$ cat config.mk
export PLATFORM = sky130hd
export DESIGN_NAME = pc_sequencer_flat
export DESIGN_NICKNAME = d
export VERILOG_FILES = /design/src/rtl/pc_sequencer_pkg.sv /design/src/rtl/pc_sequencer_if.sv /design/src/rtl/pc_sequencer_pc_next_sel.sv /design/src/rtl/pc_sequencer.sv /design/src/flat_wrapper.sv
export SDC_FILE = /design/constraint.sdc
export NUM_CORES = 1
export LEC_CHECK = 0
export BUFFER_PORTS_ARGS = -buffer_cell sky130_fd_sc_hd__buf_4
export CORE_MARGIN = 5
export CORE_UTILIZATION = 48
export CTS_CLUSTER_DIAMETER = 60
export DETAILED_ROUTE_END_ITERATION = 16
export PLACE_DENSITY = 0.9
export SYNTH_ARGS = -nofsm -noshare
export SYNTH_HDL_FRONTEND = slang
export SYNTH_HIERARCHICAL = 1
export SYNTH_SLANG_ARGS = --single-unit
export TNS_END_PERCENT = 10
$ cat constraint.sdc
create_clock -name clk -period 4.7 [get_ports clk]
set_input_delay 0.235 -clock clk [delete_from_list [all_inputs] [get_ports clk]]
set_output_delay 0.235 -clock clk [all_outputs]
set_load 0.005 [all_outputs]
$ cat src/rtl/pc_sequencer_pkg.sv
// Shared types and constants for the program-counter sequencer.
package pc_sequencer_pkg;

  typedef enum logic [1:0] {
    StIdle,
    StFetch,
    StIssue,
    StHalt
  } state_e;

  localparam int unsigned PC_INC           = 4;
  localparam logic [31:0] RESET_PC_DEFAULT = 32'h0;

endpackage

$ cat src/rtl/pc_sequencer_if.sv
// Fetch, issue/commit and trace signals of the PC sequencer; master is the sequencer side.
interface pc_sequencer_if #(
  parameter int unsigned REG_BITS = 32
);
  logic                imem_req;
  logic [REG_BITS-1:0] imem_addr;
  logic                imem_ack;
  logic [REG_BITS-1:0] imem_rdata;
  logic                inst_valid;
  logic [REG_BITS-1:0] inst;
  logic [REG_BITS-1:0] pc;
  logic                commit;
  logic                branch;
  logic [REG_BITS-1:0] branch_target;
  logic                halt;
  logic                halted;
  logic [REG_BITS-1:0] retired_cnt;
  logic [REG_BITS-1:0] taken_cnt;

  modport master (
    output imem_req, imem_addr, inst_valid, inst, pc, halted, retired_cnt, taken_cnt,
    input  imem_ack, imem_rdata, commit, branch, branch_target, halt
  );

  modport slave (
    input  imem_req, imem_addr, inst_valid, inst, pc, halted, retired_cnt, taken_cnt,
    output imem_ack, imem_rdata, commit, branch, branch_target, halt
  );
endinterface

$ cat src/rtl/pc_sequencer_pc_next_sel.sv
// Next-PC select: sequential PC+4 or word-aligned branch target.
module pc_sequencer_pc_next_sel
  import pc_sequencer_pkg::*;
#(
  parameter int unsigned REG_BITS = 32
) (
  input  logic [REG_BITS-1:0] pc_i,
  input  logic [REG_BITS-1:0] target_i,
  input  logic                branch_i,
  output logic [REG_BITS-1:0] pc_next_o
);

  localparam logic [REG_BITS-1:0] AlignMask = ~REG_BITS'(3);
  localparam logic [REG_BITS-1:0] Inc       = REG_BITS'(PC_INC);

  // Misaligned targets are silently rounded down, never faulted.
  assign pc_next_o = branch_i ? (target_i & AlignMask) : (pc_i + Inc);

endmodule

$ cat src/rtl/pc_sequencer.sv
// Program-counter stage: fetch handshake, instruction hold and branch-resolved PC update.
// Optional retired/taken trace counters are built when PC_TRACE_EN is defined.
module pc_sequencer
  import pc_sequencer_pkg::*;
#(
  parameter int unsigned         REG_BITS = 32,
  parameter logic [REG_BITS-1:0] RESET_PC = REG_BITS'(RESET_PC_DEFAULT)
) (
  input  logic           clk,
  input  logic           reset_n,
  pc_sequencer_if.master bus
);

  state_e              state_q, state_d;
  logic [REG_BITS-1:0] pc_q, pc_d;
  logic [REG_BITS-1:0] inst_q, inst_d;
  logic [REG_BITS-1:0] pc_next;
  logic                fetch_acc;
  logic                commit_acc;

  // Handshake inputs only count in the state that owns them.
  assign fetch_acc  = (state_q == StFetch) && bus.imem_ack;
  assign commit_acc = (state_q == StIssue) && bus.commit;

  pc_sequencer_pc_next_sel #(
    .REG_BITS (REG_BITS)
  ) u_pc_next_sel (
    .pc_i      (pc_q),
    .target_i  (bus.branch_target),
    .branch_i  (bus.branch),
    .pc_next_o (pc_next)
  );

  always_ff @(posedge clk or negedge reset_n) begin
    if (!reset_n) begin
      state_q <= StIdle;
      pc_q    <= RESET_PC;
      inst_q  <= '0;
    end else begin
      state_q <= state_d;
      pc_q    <= pc_d;
      inst_q  <= inst_d;
    end
  end

  always_comb begin
    state_d = state_q;
    pc_d    = commit_acc ? pc_next : pc_q;
    inst_d  = fetch_acc ? bus.imem_rdata : inst_q;
    unique case (state_q)
      StIdle:  state_d = StFetch;
      StFetch: if (bus.imem_ack) state_d = StIssue;
      StIssue: if (bus.commit) state_d = bus.halt ? StHalt : StFetch;
      StHalt:  state_d = StHalt;
      default: state_d = StIdle;
    endcase
  end

  always_comb begin
    bus.imem_req   = 1'b0;
    bus.inst_valid = 1'b0;
    bus.halted     = 1'b0;
    unique case (state_q)
      StFetch: bus.imem_req   = 1'b1;
      StIssue: bus.inst_valid = 1'b1;
      StHalt:  bus.halted     = 1'b1;
      default: ;
    endcase
  end

  assign bus.imem_addr = pc_q;
  assign bus.pc        = pc_q;
  assign bus.inst      = inst_q;

`ifdef PC_TRACE_EN
  logic [REG_BITS-1:0] retired_q, taken_q;

  always_ff @(posedge clk or negedge reset_n) begin
    if (!reset_n) begin
      retired_q <= '0;
      taken_q   <= '0;
    end else if (commit_acc) begin
      retired_q <= retired_q + REG_BITS'(1);
      if (bus.branch) taken_q <= taken_q + REG_BITS'(1);
    end
  end

  assign bus.retired_cnt = retired_q;
  assign bus.taken_cnt   = taken_q;
`else
  assign bus.retired_cnt = '0;
  assign bus.taken_cnt   = '0;
`endif

endmodule

$ cat src/flat_wrapper.sv
// flat-port wrapper written by rule: the top's interface ports become plain ports
module pc_sequencer_flat import pc_sequencer_pkg::*;
#(
  parameter int unsigned         REG_BITS = 32,
  parameter logic [REG_BITS-1:0] RESET_PC = REG_BITS'(RESET_PC_DEFAULT)
)
  (clk, reset_n, bus_imem_req, bus_imem_addr, bus_inst_valid, bus_inst, bus_pc, bus_halted, bus_retired_cnt, bus_taken_cnt, bus_imem_ack, bus_imem_rdata, bus_commit, bus_branch, bus_branch_target, bus_halt);
  pc_sequencer_if #(.REG_BITS(REG_BITS)) bus_i ();
  input  logic clk;
  input  logic reset_n;
  output wire logic [$bits(bus_i.imem_req)-1:0] bus_imem_req;
  output wire logic [$bits(bus_i.imem_addr)-1:0] bus_imem_addr;
  output wire logic [$bits(bus_i.inst_valid)-1:0] bus_inst_valid;
  output wire logic [$bits(bus_i.inst)-1:0] bus_inst;
  output wire logic [$bits(bus_i.pc)-1:0] bus_pc;
  output wire logic [$bits(bus_i.halted)-1:0] bus_halted;
  output wire logic [$bits(bus_i.retired_cnt)-1:0] bus_retired_cnt;
  output wire logic [$bits(bus_i.taken_cnt)-1:0] bus_taken_cnt;
  input wire logic [$bits(bus_i.imem_ack)-1:0] bus_imem_ack;
  input wire logic [$bits(bus_i.imem_rdata)-1:0] bus_imem_rdata;
  input wire logic [$bits(bus_i.commit)-1:0] bus_commit;
  input wire logic [$bits(bus_i.branch)-1:0] bus_branch;
  input wire logic [$bits(bus_i.branch_target)-1:0] bus_branch_target;
  input wire logic [$bits(bus_i.halt)-1:0] bus_halt;
  assign bus_imem_req = bus_i.imem_req;
  assign bus_imem_addr = bus_i.imem_addr;
  assign bus_inst_valid = bus_i.inst_valid;
  assign bus_inst = bus_i.inst;
  assign bus_pc = bus_i.pc;
  assign bus_halted = bus_i.halted;
  assign bus_retired_cnt = bus_i.retired_cnt;
  assign bus_taken_cnt = bus_i.taken_cnt;
  assign bus_i.imem_ack = bus_imem_ack;
  assign bus_i.imem_rdata = bus_imem_rdata;
  assign bus_i.commit = bus_commit;
  assign bus_i.branch = bus_branch;
  assign bus_i.branch_target = bus_branch_target;
  assign bus_i.halt = bus_halt;
  pc_sequencer #(.REG_BITS(REG_BITS), .RESET_PC(RESET_PC)) u_core (.clk(clk), .reset_n(reset_n), .bus(bus_i));
endmodule
### Word level (Yosys, flattened, before mapping)

Cells that the tools add are included.

| storage, ports and cells | value |
|---|---|
| memories | 0 |
| output and inout port bits | 163 |
| memory bits (writable) | 0 |
| logic and storage cells | 21 |
| bits in registers | 66 |
| latch bits | 0 |
| bits in read-only memories | 0 |
| input bits | 70 |

| cells by class | value |
|---|---|
| bitwise gates (word level) | 0 |
| equal/unequal tests | 5 |
| add/subtract/negate cells | 1 |
| shift operators | 0 |
| reductions and logical operators | 4 |
| div/mod/pow operators | 0 |
| magnitude comparators | 0 |
| multiply operators | 0 |
| mux-type cells | 8 |

Operator list:

| kind | number |
|---|---|
| 32-bit by 3-bit adder with 32-bit output, second input constant | 1 |
| 32-bit 2-to-1 mux | 1 |
| 2-bit case mux with 4 select lines | 1 |
| 2-bit 2-to-1 mux | 3 |
| 2-bit equality test, second input constant | 2 |
| 2-bit != test, second input constant | 2 |
| 1-bit 2-to-1 mux | 3 |
| 2-bit by 1-bit equality test with 1-bit output, second input constant | 1 |
| 1-bit logical AND | 2 |
| 2-bit logical NOT | 1 |
| 2-bit AND reduction | 1 |

### Logic depth before layout (Yosys ltp)

| logic depth | value |
|---|---|
| depth after elaboration | 3 |
| gate-level depth with buffers | 7 |

### Hierarchy

Netlist, hierarchy kept.

Modules (own cells, without submodules):

| module | cells an instance | instances | seq. area each (um^2) | area an instance (um^2) |
|---|---|---|---|---|
| pc_sequencer | 243 | 1 | 1,651.6 | 3,359.5 |
| pc_sequencer_pc_next_sel | 175 | 1 | 0.0 | 1,021.0 |

### Worst setup path after synthesis

Ideal clock, no wire load.

| timing path | value |
|---|---|
| kind | register to register |
| from | reg u_core.pc_q[9] (netlist: u_core/bus.imem_addr[9]) |
| to | reg u_core.pc_q[23] (netlist: u_core/bus.imem_addr[23]) |
| data required time | 4.575 ns |
| setup time | 0.125 ns |
| path slack | 2.499 ns |
| clock period less this slack | 2.201 ns |
| stages on the path, launching flop included | 7 |
| arrival time | 2.076 ns |
| buffers on the path | 1 |
| path through | dfrtp_1 nand4_4 or4_1 buf_2 o311a_1 a221o_1 mux2_2 |

| on the way | value |
|---|---|
| word-level cells in the longest chain between the ends | 2 |

RTL lines:

| what | line | source |
|---|---|---|
| from (decl) | pc_sequencer.sv:15 | `logic [REG_BITS-1:0] pc_q, pc_d;` |
| from (signal assigned) | pc_sequencer.sv:41 | `pc_q <= pc_d;` |
| 32-bit by 3-bit adder with 32-bit output | pc_sequencer_pc_next_sel.sv:17 | `assign pc_next_o = branch_i ? (target_i & AlignMask) : (pc_i + Inc);` |
| 32-bit 2-to-1 mux | pc_sequencer_pc_next_sel.sv:17 |  |
| via u_core.pc_next[23] | pc_sequencer.sv:17 | `logic [REG_BITS-1:0] pc_next;` |

The timed path passes the listed nets, and every way through them passes these cells.
A chain may end at the register's enable or synchronous reset.

### Worst setup path after layout

| timing path | value |
|---|---|
| from | reg u_core.pc_q[6] (netlist: u_core/bus.imem_addr[6]) |
| to | reg u_core.pc_q[23] (netlist: u_core/bus.imem_addr[23]) |

Same word-level chain as after synthesis.

==> metrics.md <==
| Metric | Value |
|---|---|
| Largest net degree at the start of global routing | `67` |
| Global placer's final weighted congestion | `0.773` |
| Hold WC Path Type | `primary input to asynchronous set/reset pin` |
| All-Layer GR Usage | `19.0%` |
| Die height | `106 um` |
| Via count | `3,392` |
| Floorplan row count | `34` |
| Top_reg_cell synth | `dfrtp_1` |
| CTS max path bufs | `2` |
| Cts bufs inserted | `9` |
| CP max FO | `13` |
| Port buffer count | `166` |
| Max VDD drop | `0.000277 V` |
| Cts hold-fix bufs | `0` |
| Clock sink total | `66` |
| Drt total wl | `11.0 mm` |
| Resized Gates After CTS | `0` |
| Fin area | `5430 um2` |
| Initial Util | `49.7%` |
| Area of the multi-input gates | `2110 um2` |
| Area leader, netlist | `dfrtp_1` |
| Initial antenna violation count | `0` |
| Utilization after layout | `61.7%` |
| Post-route DRC | `0` |
| Area delta synth->final | `24.0%` |
| Endpoints failing setup | `0` |
| Synthesis-stage register bit count | `66` |
| Register area share after synthesis | `37.7%` |
| Hpwl dp | `8.25 mm` |
| PD cells | `499 nW/um2` |
| Total negative slack | `0 ns` |
| CTS tree | `done` |
| First-pass GRT wire length | `17.3 mm` |
| Vias per Instance | `5.16` |
| Nets | `616` |
| Asr flop ratio synth | `100%` |
| Vias in the first global route | `3,302` |
| CP Data Arrival Time | `2.93 ns` |
| Max cap viols | `0` |
| R2R setup slack | `1.98 ns` |
| Top post-synthesis cells by area | `dfrtp_1 38%, buf_4 16%, mux2_4 9.9%` |
| Ports | `233` |
| Gr ovfl total | `0` |
| Non-filler cells, final | `658` |
| Die W | `106 um` |
| Post-synth cell types | `47` |
| Setup Buffers After CTS | `0` |
| Worst Path Required | `4.91 ns` |
| # diodes | `0` |
| DR pass1 iterations | `4` |
| Fin Clk Skew | `0.0133 ns` |
| Worst-path clk slew | `0.08 ns` |
| Worst reg2reg startpoint | `u_core/bus.imem_addr[6]` |
| Register Area | `1650 um2` |
| Pins Over Slew Limit | `0` |
| CTS Root Cell | `clkbuf_8` |
| Post-Syn Area per Cell | `10.5 um2` |
| Post-DP Area | `5170 um2` |
| Fmax | `368 MHz` |
| Synth Cell Area | `4380 um2` |
| RSZ-0062 raised after global routing | `no` |
| Fillers | `701` |
| Core area | `8810 um2` |
| Hold Vio Cnt, Final | `0` |
| CP endpoint kind | `flip-flop` |
| Crit path launch type | `flip-flop` |
| Drt wl/cell | `16.8 um` |
| Worst-skew pair later-pin latency | `0.33 ns` |
| Tcrit/Tclk final | `57.8%` |
| Crit. Startpoint | `u_core/bus.imem_addr[6]` |
| Share of the synthesized area in the top cell type | `37.7%` |
| Outcome | `finished, final reports clean` |
| Static leakage | `2.75 nW` |
| Post-route ant nets | `0` |
| Die Area | `11,100 um2` |
| Post-Place Cells | `642` |
| Worst setup path class | `flip-flop to flip-flop` |
| Min Tclk post-route | `2.72 ns` |
| Number of synthesized flops with an enable pin | `0` |
| 1st-iter DRT viols | `190` |
| Mapped Cells | `418` |
| Layout cell share with drive strength beyond 1 | `44.9%` |
| Worst slew pin tran | `0.847 ns` |
| Yosys warns | `6` |
| H-tree depth | `3` |
| Power Total | `2.71 mW` |
| Worst-case reg-to-reg path depth | `5` |
| Slew HR | `43.6%` |
layout by cell type (no fill, tap or decap), types with 4 or more instances in the layout:
cell type and count:
conb_1 64, bufinv_16 4, nor3_1 6, or4_1 6
nor2b_1 5, nand3_1 15, o21ai_0 21, xnor2_1 12
inv_1 6, buf_4 166, clkbuf_8 9, nand4_1 5
mux2_4 29, nand2_1 27, dfrtp_1 66, mux2_1 4
mux2_2 32, nor2_1 15, or3_1 6, nor4_1 5
a31oi_1 9
kinds of logic after synthesis:
| logic type | count (synthesis) | synth area share, % |
|---|---|---|
| XOR/XNOR | 14 | 2.80 |
| multiplexers | 65 | 19.2 |
| AND/OR/NAND/NOR | 110 | 14.6 |
| buffers and inverters | 119 | 19.5 |
| adder cells (fa/ha/maj) | 1 | 0.286 |
| other | 1 | 0.0856 |
| AO/OA/AOI/OAI | 42 | 5.88 |
| flip-flops | 66 | 37.7 |
worst max-delay path: stages (launching register included):
cell and delay [ns]:
dfrtp_1 0.46, nand3_1 0.45, or4_1 0.84, o311a_1 0.35, a221o_1 0.25, mux2_2 0.25
power by group:
| part | total (mW) | leakage, nW | internal, mW | switching [mW] |
|---|---|---|---|---|
| logic | 0.996 | 1.79 | 0.677 | 0.319 |
| registers | 1.08 | 0.827 | 0.782 | 0.298 |
| clock network | 0.633 | 0.131 | 0.409 | 0.223 |
| total | 2.71 | 2.75 | 1.87 | 0.841 |
cells in the mapped netlist (2+ instances only):
cell and instances:
nand2_1 27, nor2b_1 5, and3_1 3, xnor2_1 12, a31oi_1 9, nor3_1 6
o21ai_0 21, nand3_1 15, and2_1 2, o211ai_1 2, buf_6 6, xor2_1 2
nor2_1 15, inv_1 6, mux2_4 29, or4_1 6, or3_1 6, nand3b_4 2
nand4_1 5, mux2_2 32, o31ai_1 3, nor4_1 5, clkbuf_1 10, buf_4 96
dfrtp_1 66, mux2_1 4, and4_1 3
worst paths after layout:
| path | endpoint |
|---|---|
| setup / recovery | u_core/bus.imem_addr[23] |
| hold / removal | u_core/bus.inst[31] |
| setup reg to reg | u_core/bus.imem_addr[23] |
| hold reg to reg | u_core/bus.inst[0] |
| max in group asynchronous | u_core/bus.imem_addr[6] |
| min in group clk | u_core/bus.inst[30] |
through the flow:
step           worst slack [ns]  hold slack, ns
2_1_floorplan              2.50         -0.0606
3_3_place_gp               2.08           0.377
3_5_place_dp               2.01           0.393
4_1_cts                    2.00          0.0233
5_1_grt                    1.83          0.0653
6_report                   1.98         0.00521
flip-flops by register name, indices dropped and copies added (netlist names):
name / count
u_core/bus.imem_addr: 32
u_core/state_q: 2
u_core/bus.inst: 32
cell type report:
class	instances	area share [%]
Inverter	6	0.415
Clock inverter	6	2.53
Sequential cell	66	30.4
Clock buffer	10	2.35
Multi-Input combinational cell	296	38.9
Timing Repair Buffer	166	22.9
Tap cell	108	2.49
per-layer routing:
| layer | up-vias | track usage (%) | share of wire (%) |
|---|---|---|---|
| li1 | 1557 | - | - |
| met1 | 1617 | 23.8 | 39 |
| met2 | 208 | 31.1 | 48 |
| met3 | 10 | 6.85 | 12 |
| met4 | 0 | 5.18 | 0.74 |
| met5 | - | 0 | 0 |
No activity file was read; power rests on OpenSTA's default activity.
